===== src/rtl/q_update_ctrl.sv =====
// Q-learning update engine: reads Q(s,a) and Q(s',*), finds max/argmax over s',
// applies Q += ALPHA*(r + GAMMA*maxQ - Q) with saturation and writes the result back.
module q_update_ctrl #(
  parameter int                    DATA_WIDTH    = 16,
  parameter int                    FRAC_BITS     = 8,
  parameter int                    STATES        = 64,
  parameter int                    STATES_WIDTH  = 6,
  parameter int                    ACTIONS       = 4,
  parameter int                    ACTIONS_WIDTH = 2,
  parameter logic [DATA_WIDTH-1:0] ALPHA         = 16'h0080,
  parameter logic [DATA_WIDTH-1:0] GAMMA         = 16'h00E6
) (
  input  logic                          clk,
  input  logic                          rst_n,
  input  logic                          i_valid,
  output logic                          o_ready,
  input  logic [STATES_WIDTH-1:0]       i_st,
  input  logic [ACTIONS_WIDTH-1:0]      i_at,
  input  logic [STATES_WIDTH-1:0]       i_next_st,
  input  logic [DATA_WIDTH-1:0]         i_reward,
  output logic                          o_done,
  output logic [ACTIONS_WIDTH-1:0]      o_best_at,
  output logic                          o_ram_re,
  output logic                          o_ram_we,
  output logic [ACTIONS_WIDTH-1:0]      o_ram_at,
  output logic [STATES_WIDTH-1:0]       o_ram_st,
  output logic [STATES_WIDTH-1:0]       o_ram_next_st,
  output logic [DATA_WIDTH-1:0]         o_ram_data,
  input  logic [DATA_WIDTH-1:0]         i_ram_q,
  input  logic [DATA_WIDTH*ACTIONS-1:0] i_ram_next_q
);

  // Wide enough that ALPHA*td cannot overflow for any parameter values.
  localparam int WW = 3 * DATA_WIDTH + 4;
  localparam logic signed [WW-1:0] SAT_MAX = {{(WW-DATA_WIDTH+1){1'b0}}, {(DATA_WIDTH-1){1'b1}}};
  localparam logic signed [WW-1:0] SAT_MIN = ~SAT_MAX;

  if (STATES > (1 << STATES_WIDTH) || ACTIONS < 2 || ACTIONS > (1 << ACTIONS_WIDTH)) begin : g_param_check
    $error("q_update_ctrl: index widths too small for STATES/ACTIONS");
  end

  typedef enum logic [2:0] {S_IDLE, S_READ, S_LATCH, S_MAX, S_CALC, S_WRITE} state_t;

  state_t                         state_q, state_d;
  logic [STATES_WIDTH-1:0]        st_q, st_d, next_st_q, next_st_d;
  logic [ACTIONS_WIDTH-1:0]       at_q, at_d;
  logic signed [DATA_WIDTH-1:0]   reward_q, reward_d;
  logic signed [DATA_WIDTH-1:0]   cur_q_q, cur_q_d;
  logic signed [DATA_WIDTH-1:0]   next_q_q [ACTIONS];
  logic signed [DATA_WIDTH-1:0]   next_q_d [ACTIONS];
  logic signed [DATA_WIDTH-1:0]   max_q, max_d;
  logic [ACTIONS_WIDTH-1:0]       best_q, best_d, idx_q, idx_d;
  logic [ACTIONS_WIDTH-1:0]       best_out_q, best_out_d;
  logic [DATA_WIDTH-1:0]          data_q, data_d;
  logic                           done_q, done_d;

  logic signed [WW-1:0] q_ext, r_ext, max_ext, gamma_ext, alpha_ext;
  logic signed [WW-1:0] gprod, td, aprod, nq_wide;
  logic [DATA_WIDTH-1:0] nq_sat;

  // Update arithmetic: operands sign-extended, ALPHA/GAMMA zero-extended (unsigned).
  always_comb begin
    q_ext     = {{(WW-DATA_WIDTH){cur_q_q[DATA_WIDTH-1]}}, cur_q_q};
    r_ext     = {{(WW-DATA_WIDTH){reward_q[DATA_WIDTH-1]}}, reward_q};
    max_ext   = {{(WW-DATA_WIDTH){max_q[DATA_WIDTH-1]}}, max_q};
    gamma_ext = {{(WW-DATA_WIDTH){1'b0}}, GAMMA};
    alpha_ext = {{(WW-DATA_WIDTH){1'b0}}, ALPHA};
    gprod     = gamma_ext * max_ext;
    td        = r_ext + (gprod >>> FRAC_BITS) - q_ext;
    aprod     = alpha_ext * td;
    nq_wide   = q_ext + (aprod >>> FRAC_BITS);
    if (nq_wide > SAT_MAX)      nq_sat = SAT_MAX[DATA_WIDTH-1:0];
    else if (nq_wide < SAT_MIN) nq_sat = SAT_MIN[DATA_WIDTH-1:0];
    else                        nq_sat = nq_wide[DATA_WIDTH-1:0];
  end

  always_comb begin
    // NOTE: every variable gets its hold value first so no path can infer a latch.
    state_d    = state_q;
    st_d       = st_q;
    at_d       = at_q;
    next_st_d  = next_st_q;
    reward_d   = reward_q;
    cur_q_d    = cur_q_q;
    next_q_d   = next_q_q;
    max_d      = max_q;
    best_d     = best_q;
    idx_d      = idx_q;
    data_d     = data_q;
    best_out_d = best_out_q;
    done_d     = 1'b0;

    unique case (state_q)
      S_IDLE: begin
        if (i_valid) begin
          st_d      = i_st;
          at_d      = i_at;
          next_st_d = i_next_st;
          reward_d  = i_reward;
          state_d   = S_READ;
        end
      end
      S_READ:  state_d = S_LATCH;
      S_LATCH: begin
        cur_q_d = i_ram_q;
        for (int k = 0; k < ACTIONS; k++) begin
          next_q_d[k] = i_ram_next_q[k*DATA_WIDTH +: DATA_WIDTH];
        end
        max_d   = i_ram_next_q[DATA_WIDTH-1:0];
        best_d  = '0;
        idx_d   = ACTIONS_WIDTH'(1);
        state_d = S_MAX;
      end
      S_MAX: begin
        // Strictly greater: ties keep the lowest action index.
        if (next_q_q[idx_q] > max_q) begin
          max_d  = next_q_q[idx_q];
          best_d = idx_q;
        end
        idx_d = idx_q + ACTIONS_WIDTH'(1);
        if (idx_q == ACTIONS_WIDTH'(ACTIONS - 1)) state_d = S_CALC;
      end
      S_CALC: begin
        data_d  = nq_sat;
        state_d = S_WRITE;
      end
      S_WRITE: begin
        done_d     = 1'b1;
        best_out_d = best_q;
        state_d    = S_IDLE;
      end
      default: state_d = S_IDLE;
    endcase
  end

  always_ff @(posedge clk or negedge rst_n) begin
    if (!rst_n) begin
      state_q    <= S_IDLE;
      st_q       <= '0;
      at_q       <= '0;
      next_st_q  <= '0;
      reward_q   <= '0;
      cur_q_q    <= '0;
      // NOTE: the small s' value array is reset too, so no register ever holds stale data after reset.
      for (int k = 0; k < ACTIONS; k++) next_q_q[k] <= '0;
      max_q      <= '0;
      best_q     <= '0;
      idx_q      <= '0;
      data_q     <= '0;
      best_out_q <= '0;
      done_q     <= 1'b0;
    end else begin
      // NOTE: non-blocking so every flop samples the pre-edge value of the others.
      state_q    <= state_d;
      st_q       <= st_d;
      at_q       <= at_d;
      next_st_q  <= next_st_d;
      reward_q   <= reward_d;
      cur_q_q    <= cur_q_d;
      next_q_q   <= next_q_d;
      max_q      <= max_d;
      best_q     <= best_d;
      idx_q      <= idx_d;
      data_q     <= data_d;
      best_out_q <= best_out_d;
      done_q     <= done_d;
    end
  end

  assign o_ready       = (state_q == S_IDLE);
  assign o_ram_re      = (state_q == S_READ);
  assign o_ram_we      = (state_q == S_WRITE);
  assign o_ram_at      = at_q;
  assign o_ram_st      = st_q;
  assign o_ram_next_st = next_st_q;
  assign o_ram_data    = data_q;
  assign o_done        = done_q;
  assign o_best_at     = best_out_q;

endmodule

===== config.mk =====
export PLATFORM = sky130hd
export DESIGN_NAME = q_update_ctrl
export DESIGN_NICKNAME = d
export VERILOG_FILES = /design/src/rtl/q_update_ctrl.sv
export SDC_FILE = /design/constraint.sdc
export NUM_CORES = 1
export LEC_CHECK = 0
export CAP_MARGIN = 0
export CORE_MARGIN = 2
export CORE_UTILIZATION = 60
export CTS_BUF_LIST = sky130_fd_sc_hd__clkbuf_8
export CTS_CLUSTER_DIAMETER = 120
export DETAILED_ROUTE_END_ITERATION = 12
export GPL_ROUTABILITY_DRIVEN = 0
export PLACE_DENSITY = 0.95
export SETUP_SLACK_MARGIN = 0.15
export SLEW_MARGIN = 20
export SYNTH_ARGS = -nofsm -noshare
export SYNTH_HDL_FRONTEND = slang
export SYNTH_SLANG_ARGS = --single-unit

===== constraint.sdc =====
create_clock -name clk -period 20.6 [get_ports clk]
set_input_delay 4.12 -clock clk [delete_from_list [all_inputs] [get_ports clk]]
set_output_delay 4.12 -clock clk [all_outputs]
set_load 0.1 [all_outputs]

* Yosys cells after proc, flatten, opt, wreduce, memory -nomap -nowiden
Index checks and enable logic that the tools add are counted.
** Word-level totals
- Word-level logic and storage cells :: 54
- Bits of input ports :: 113
- Output and inout bits :: 36
- Register bits :: 152
** Operators by class
- $lt $le $gt $ge :: 4
- Reduce and logical (&&, ||, !) cells :: 5
- Mux-type cells :: 14
- Equality and inequality tests :: 9
- Bitwise operators :: 1
- Multiply operators :: 1
- $add $sub $neg :: 4
** Operators by type and width (number)
- $mux W16 :: 5
- $bmux W16 S2 :: 1
- $pmux W16 S2 :: 1
- $mul A8 B16 Y24 const A :: 1
- $add A16 B18 Y19 :: 1
- $gt A19 B16 Y1 const B :: 1
- $lt A19 B16 Y1 const B :: 1
- $sub A18 B16 Y19 :: 1
- $add A16 B17 Y18 :: 1
- $gt A16 B16 Y1 :: 1
- $pmux W3 S5 :: 1
- $pmux W2 S2 :: 2
- $eq A3 B2 Y1 const B :: 2
- $eq A3 B3 Y1 const B :: 2
- $mux W3 :: 2
- $ne A2 B2 Y1 const B :: 3
- $reduce_and A2 Y1 :: 3
- $eq A3 B1 Y1 const B :: 1
- $ge A3 B3 Y1 const B :: 1
- $logic_not A3 Y1 :: 1
- $not A2 Y3 :: 1
- $add A2 B1 Y2 const B :: 1
- $eq A2 B2 Y1 const B :: 1
- $mux W2 :: 1
- 2 further kinds :: 2

* Longest topological paths before layout
- Depth in word-level cells :: 7
- Gate-level depth with buffers :: 36
- Gate-level depth less buffers :: 34

* Worst setup path after synthesis
OpenSTA, ideal clock, no wires.
- Kind :: flip-flop to flip-flop
- Start :: register max_q[1]
- End :: register data_q[10] (netlist: o_ram_data[10])
- Clock period less this slack :: 7.544 ns
- Arrival :: 7.418 ns
- Data required time :: 20.474 ns
- Buffers on the path :: 1
- Stages on the path, launching flop included :: 35
- Setup slack :: 13.056 ns
- Library setup time :: 0.126 ns
- Cells stage by stage :: dfrtp_1 -> ha_1 -> xor2_1 -> ha_1 -> inv_1 -> fa_1 -> inv_1 -> fa_1 -> ha_1 -> inv_1 -> a221oi_1 -> o31ai_1 -> nor2b_1 -> nor2b_1 -> nor2_1 -> xor2_1 -> fa_1 -> inv_1 -> ha_1 -> a21o_1 -> a21oi_1 -> a21boi_0 -> o221ai_1 -> nand2_1 -> a31oi_1 -> xnor2_1 -> ha_1 -> and4_1 -> and2_0 -> a2111o_1 -> a21o_1 -> a21o_1 -> o2111a_2 -> buf_6 -> a221o_1
** Between the ends
- Cells in the longest elaborated chain, start to end :: 7
- Elaborated cells on any way between the ends :: 8
- Those cells by class :: 3 x add/sub; 1 x mul; 2 x order compare; 2 x mux
** Ends and longest elaborated chain
- start, declared :: RTL line 51 : logic signed [DATA_WIDTH-1:0] max_q, max_d;
- start signal, assigned :: RTL line 161 : max_q <= max_d;
- $mul A8 B16 Y24 * :: RTL line 68 : gprod = gamma_ext * max_ext;
- $add A16 B17 Y18 * :: RTL line 69 : td = r_ext + (gprod >>> FRAC_BITS) - q_ext;
- $sub A18 B16 Y19 * :: RTL line 69
- $add A16 B18 Y19 * :: RTL line 71 : nq_wide = q_ext + (aprod >>> FRAC_BITS);
- $lt A19 B16 Y1 :: RTL line 73 : else if (nq_wide < SAT_MIN) nq_sat = SAT_MIN[DATA_WIDTH-1:0];
- $mux W16 :: RTL line 73
- $mux W16 * :: RTL line 72 : if (nq_wide > SAT_MAX) nq_sat = SAT_MAX[DATA_WIDTH-1:0];
- end signal, assigned :: RTL line 164 : data_q <= data_d;
- end, declared :: RTL line 54 : logic [DATA_WIDTH-1:0] data_q, data_d;
Mark *: on every way between the ends. The rest lies on a longest branch, timed or not.
A chain may end at the register's enable or synchronous reset.

* Worst setup path in the final report
- Start :: register max_q[0]
- End :: register data_q[0] (netlist: o_ram_data[0])
Same word-level chain as after synthesis.

==> impl_results.md <==
* Status: finished, final reports clean
* Area growth from synthesis to layout at 19.1%
* RSZ-0062 raised after global routing: no
* Setup_tns at 0 ns
* Crit path required time at approximately 21 ns
* Inserted Diodes at 0
* Largest net degree at the start of global routing at 93
* Routed wire length at 24700 µm
* Setup-failing EPs final at 0
* Crit path DAT at between 9 and 10 ns
* Initial Util at 61.0%
* Drt pass-1 iters at 5
* Syn_nets at 1256
* Critical path type: reg2reg
* Seq/Total Area, Yosys at 34.9%
* Total track usage at 27.0%
* Min Tclk post-route at 8.61 ns
* Vias in the first global route at 8764
* Num CTS Buffers at 17
* Fin. max-slew vios at 0
* Post-CTS setup repair buffer count at 0
* Maximum buffer depth of the clock tree at 2
* Htree depth at 4
* CP peak stage delay at 0.53 ns
* Share of the synthesized area in the top cell type at 34.9%
* Critical Path Fanout Max at 15
* Buffers added on ports at between 100 and 150
* Crit end category: register
* Core region area at 17900 µm²
* Delay-heaviest family, CP: adder cells
* Clk slew on worst S/H paths at 0.09 ns
* Clock skew at between 0.01 and 0.015 ns
* Cells after Synth at 985
* Routed Antenna Nets at 0
* Die span in y at around 140 µm
* Die width at 139 µm
* Ports at 149
* Rows at 49
* Largest cells by area after synthesis: dfrtp_1 35%, ha_1 12%, mux2_2 10%, fa_1 10%, inv_1 5.3%
* Setup crit start: max_q[0]$_DFFE_PN0P_
* Synth warn at 0
* Routed vias/inst at 5.75
* DR iter-0 viols at 383
* Clk root buf: clkbuf_8
* Top FF cell, synth: dfrtp_1
* Final hold violation count at 0
* GRT overflow at 0
* Slowest cell on crit path: nor2_2
* Post-synth top cells: 154 x inv_1, 152 x dfrtp_1, 102 x ha_1
* Hold Path Class: reg2reg
* Bufs and invs on worst path at 3
* Die area at around 19000 µm²
* Fin crit share at approximately two fifths
* Fmax at 0.116 GHz
* Count leader, synth: inv_1
* Post-synth top area cell: dfrtp_1
* Fin nets at 1398
* Netlist cell types at slightly below 70
* Remaining DRCs at 0
* Mean Syn Cell Area at 11.1 µm²
* R2R Path Start: max_q[0]$_DFFE_PN0P_
* Worst setup SP type: register
* Fraction of layout instances using a drive strength above 1 at 15.4%
* First-pass GRT wire length at roughly 42000 µm
* Number of synthesized flops with an enable pin at 0
* # Max-Cap Violations at 0
* Min-delay src: best_q[1]$_DFFE_PN0P_
* Ys async rst share at 100%
* Synthesized cell area at ~11000 µm²
* Max_slew headroom at 32.4%
* Fillers at approximately 1.2k
* Register bit total from synthesis at 152
* Routed wire per std cell at about 18 µm
* Worst-Skew Late Latency at ~0.48 ns
* Initial antenna violation count at 0
* Post-cts resize count at 0
* CP dominant cell by count: ha_1
* Worst slew pin tran at 1.01 ns
* CTS tree: built
* Vias at about 7.9k
* Clk sinks at 152
* Post-DP HPWL at 19000 µm
* Cts hold-fix bufs at 0
==> routing by layer <==
layer | vias up | part of all wire (%) | global-route usage [%]
li1 | 3672 | - | -
met1 | 3879 | 40 | 31.8
met2 | 260 | 51 | 48.2
met3 | 60 | 5.6 | 6.08
met4 | 0 | 3.1 | 10.7
met5 | - | 0 | 0
==> cell usage in the layout, fill, tap and decap left out, drive strengths merged, types with 15 or more instances in the layout <==
cell type        n
inv            160
dfrtp          152
clkdlybuf4s50  147
ha             102
mux2           101
fa              56
nand2           46
xnor2           37
nor2            36
a21oi           33
mux2i           31
o21ai           30
clkbuf          18
a21o            18
mux4            16
a221o           15
==> sequential cells by signal (all words and copies together) (netlist names) <==
signal / count
next_q_q: 64
cur_q_q: 16
max_q: 16
o_ram_data: 16
reward_q: 16
o_ram_next_st: 6
o_ram_st: 6
state_q: 3
best_q: 2
idx_q: 2
o_best_at: 2
o_ram_at: 2
o_done: 1
==> cells by family (layout without fill, tap and decap cells) <==
kind of cell	count (synthesis)	count (layout)	synth area share (%)
flip-flops	152	152	34.9
AND/OR/NAND/NOR	144	144	6.27
buffers and inverters	183	338	6.48
AO/OA/AOI/OAI	151	151	9.92
XOR/XNOR	49	49	3.93
multiplexers	148	148	16.6
adder cells (fa/ha/maj)	158	158	22.0
==> per-stage QoR <==
stage                     hold slack [ns]  instance area (µm²)  util, %  setup WS, ns  instances
after global routing                0.532                13000     72.6         11.43       1369
final                               0.513                13000     72.6         11.99       1369
after global placement              0.484                12600     70.3         12.67       1337
after floorplan                     0.475                10900        -         13.06        985
after CTS                           0.516                13000     72.6         12.14       1369
after detailed placement            0.493                12600     70.3         12.17       1337
==> cell type report <==
cell class,instances,area (µm²),area share [%]
inverters,154,578,4.45
well taps,229,287,2.20
repair buffers,152,1510,11.6
flip-flops and latches,152,3800,29.3
clock buffers,18,248,1.91
clock inverters,14,160,1.23
multi-input cells,650,6410,49.3
==> path summary, 6_finish.rpt <==
path / endpoint / slack [ns] / depth (start not counted)
hold / removal: o_best_at[1]$_DFFE_PN0P_ / 0.51 / 1
hold reg to reg: o_best_at[1]$_DFFE_PN0P_ / 0.51 / 1
setup / recovery: o_ram_data[0]$_DFFE_PN0P_ / 11.99 / 34
setup reg to reg: o_ram_data[0]$_DFFE_PN0P_ / 11.99 / 34
max in group asynchronous: o_ram_data[14]$_DFFE_PN0P_ / 15.61 / 2
min in group asynchronous: o_ram_next_st[4]$_DFFE_PN0P_ / 3.71 / 1
Power is left out: the tool's default activity adds up to more than one toggle a clock period on the data nets, which glitch-free logic cannot reach.
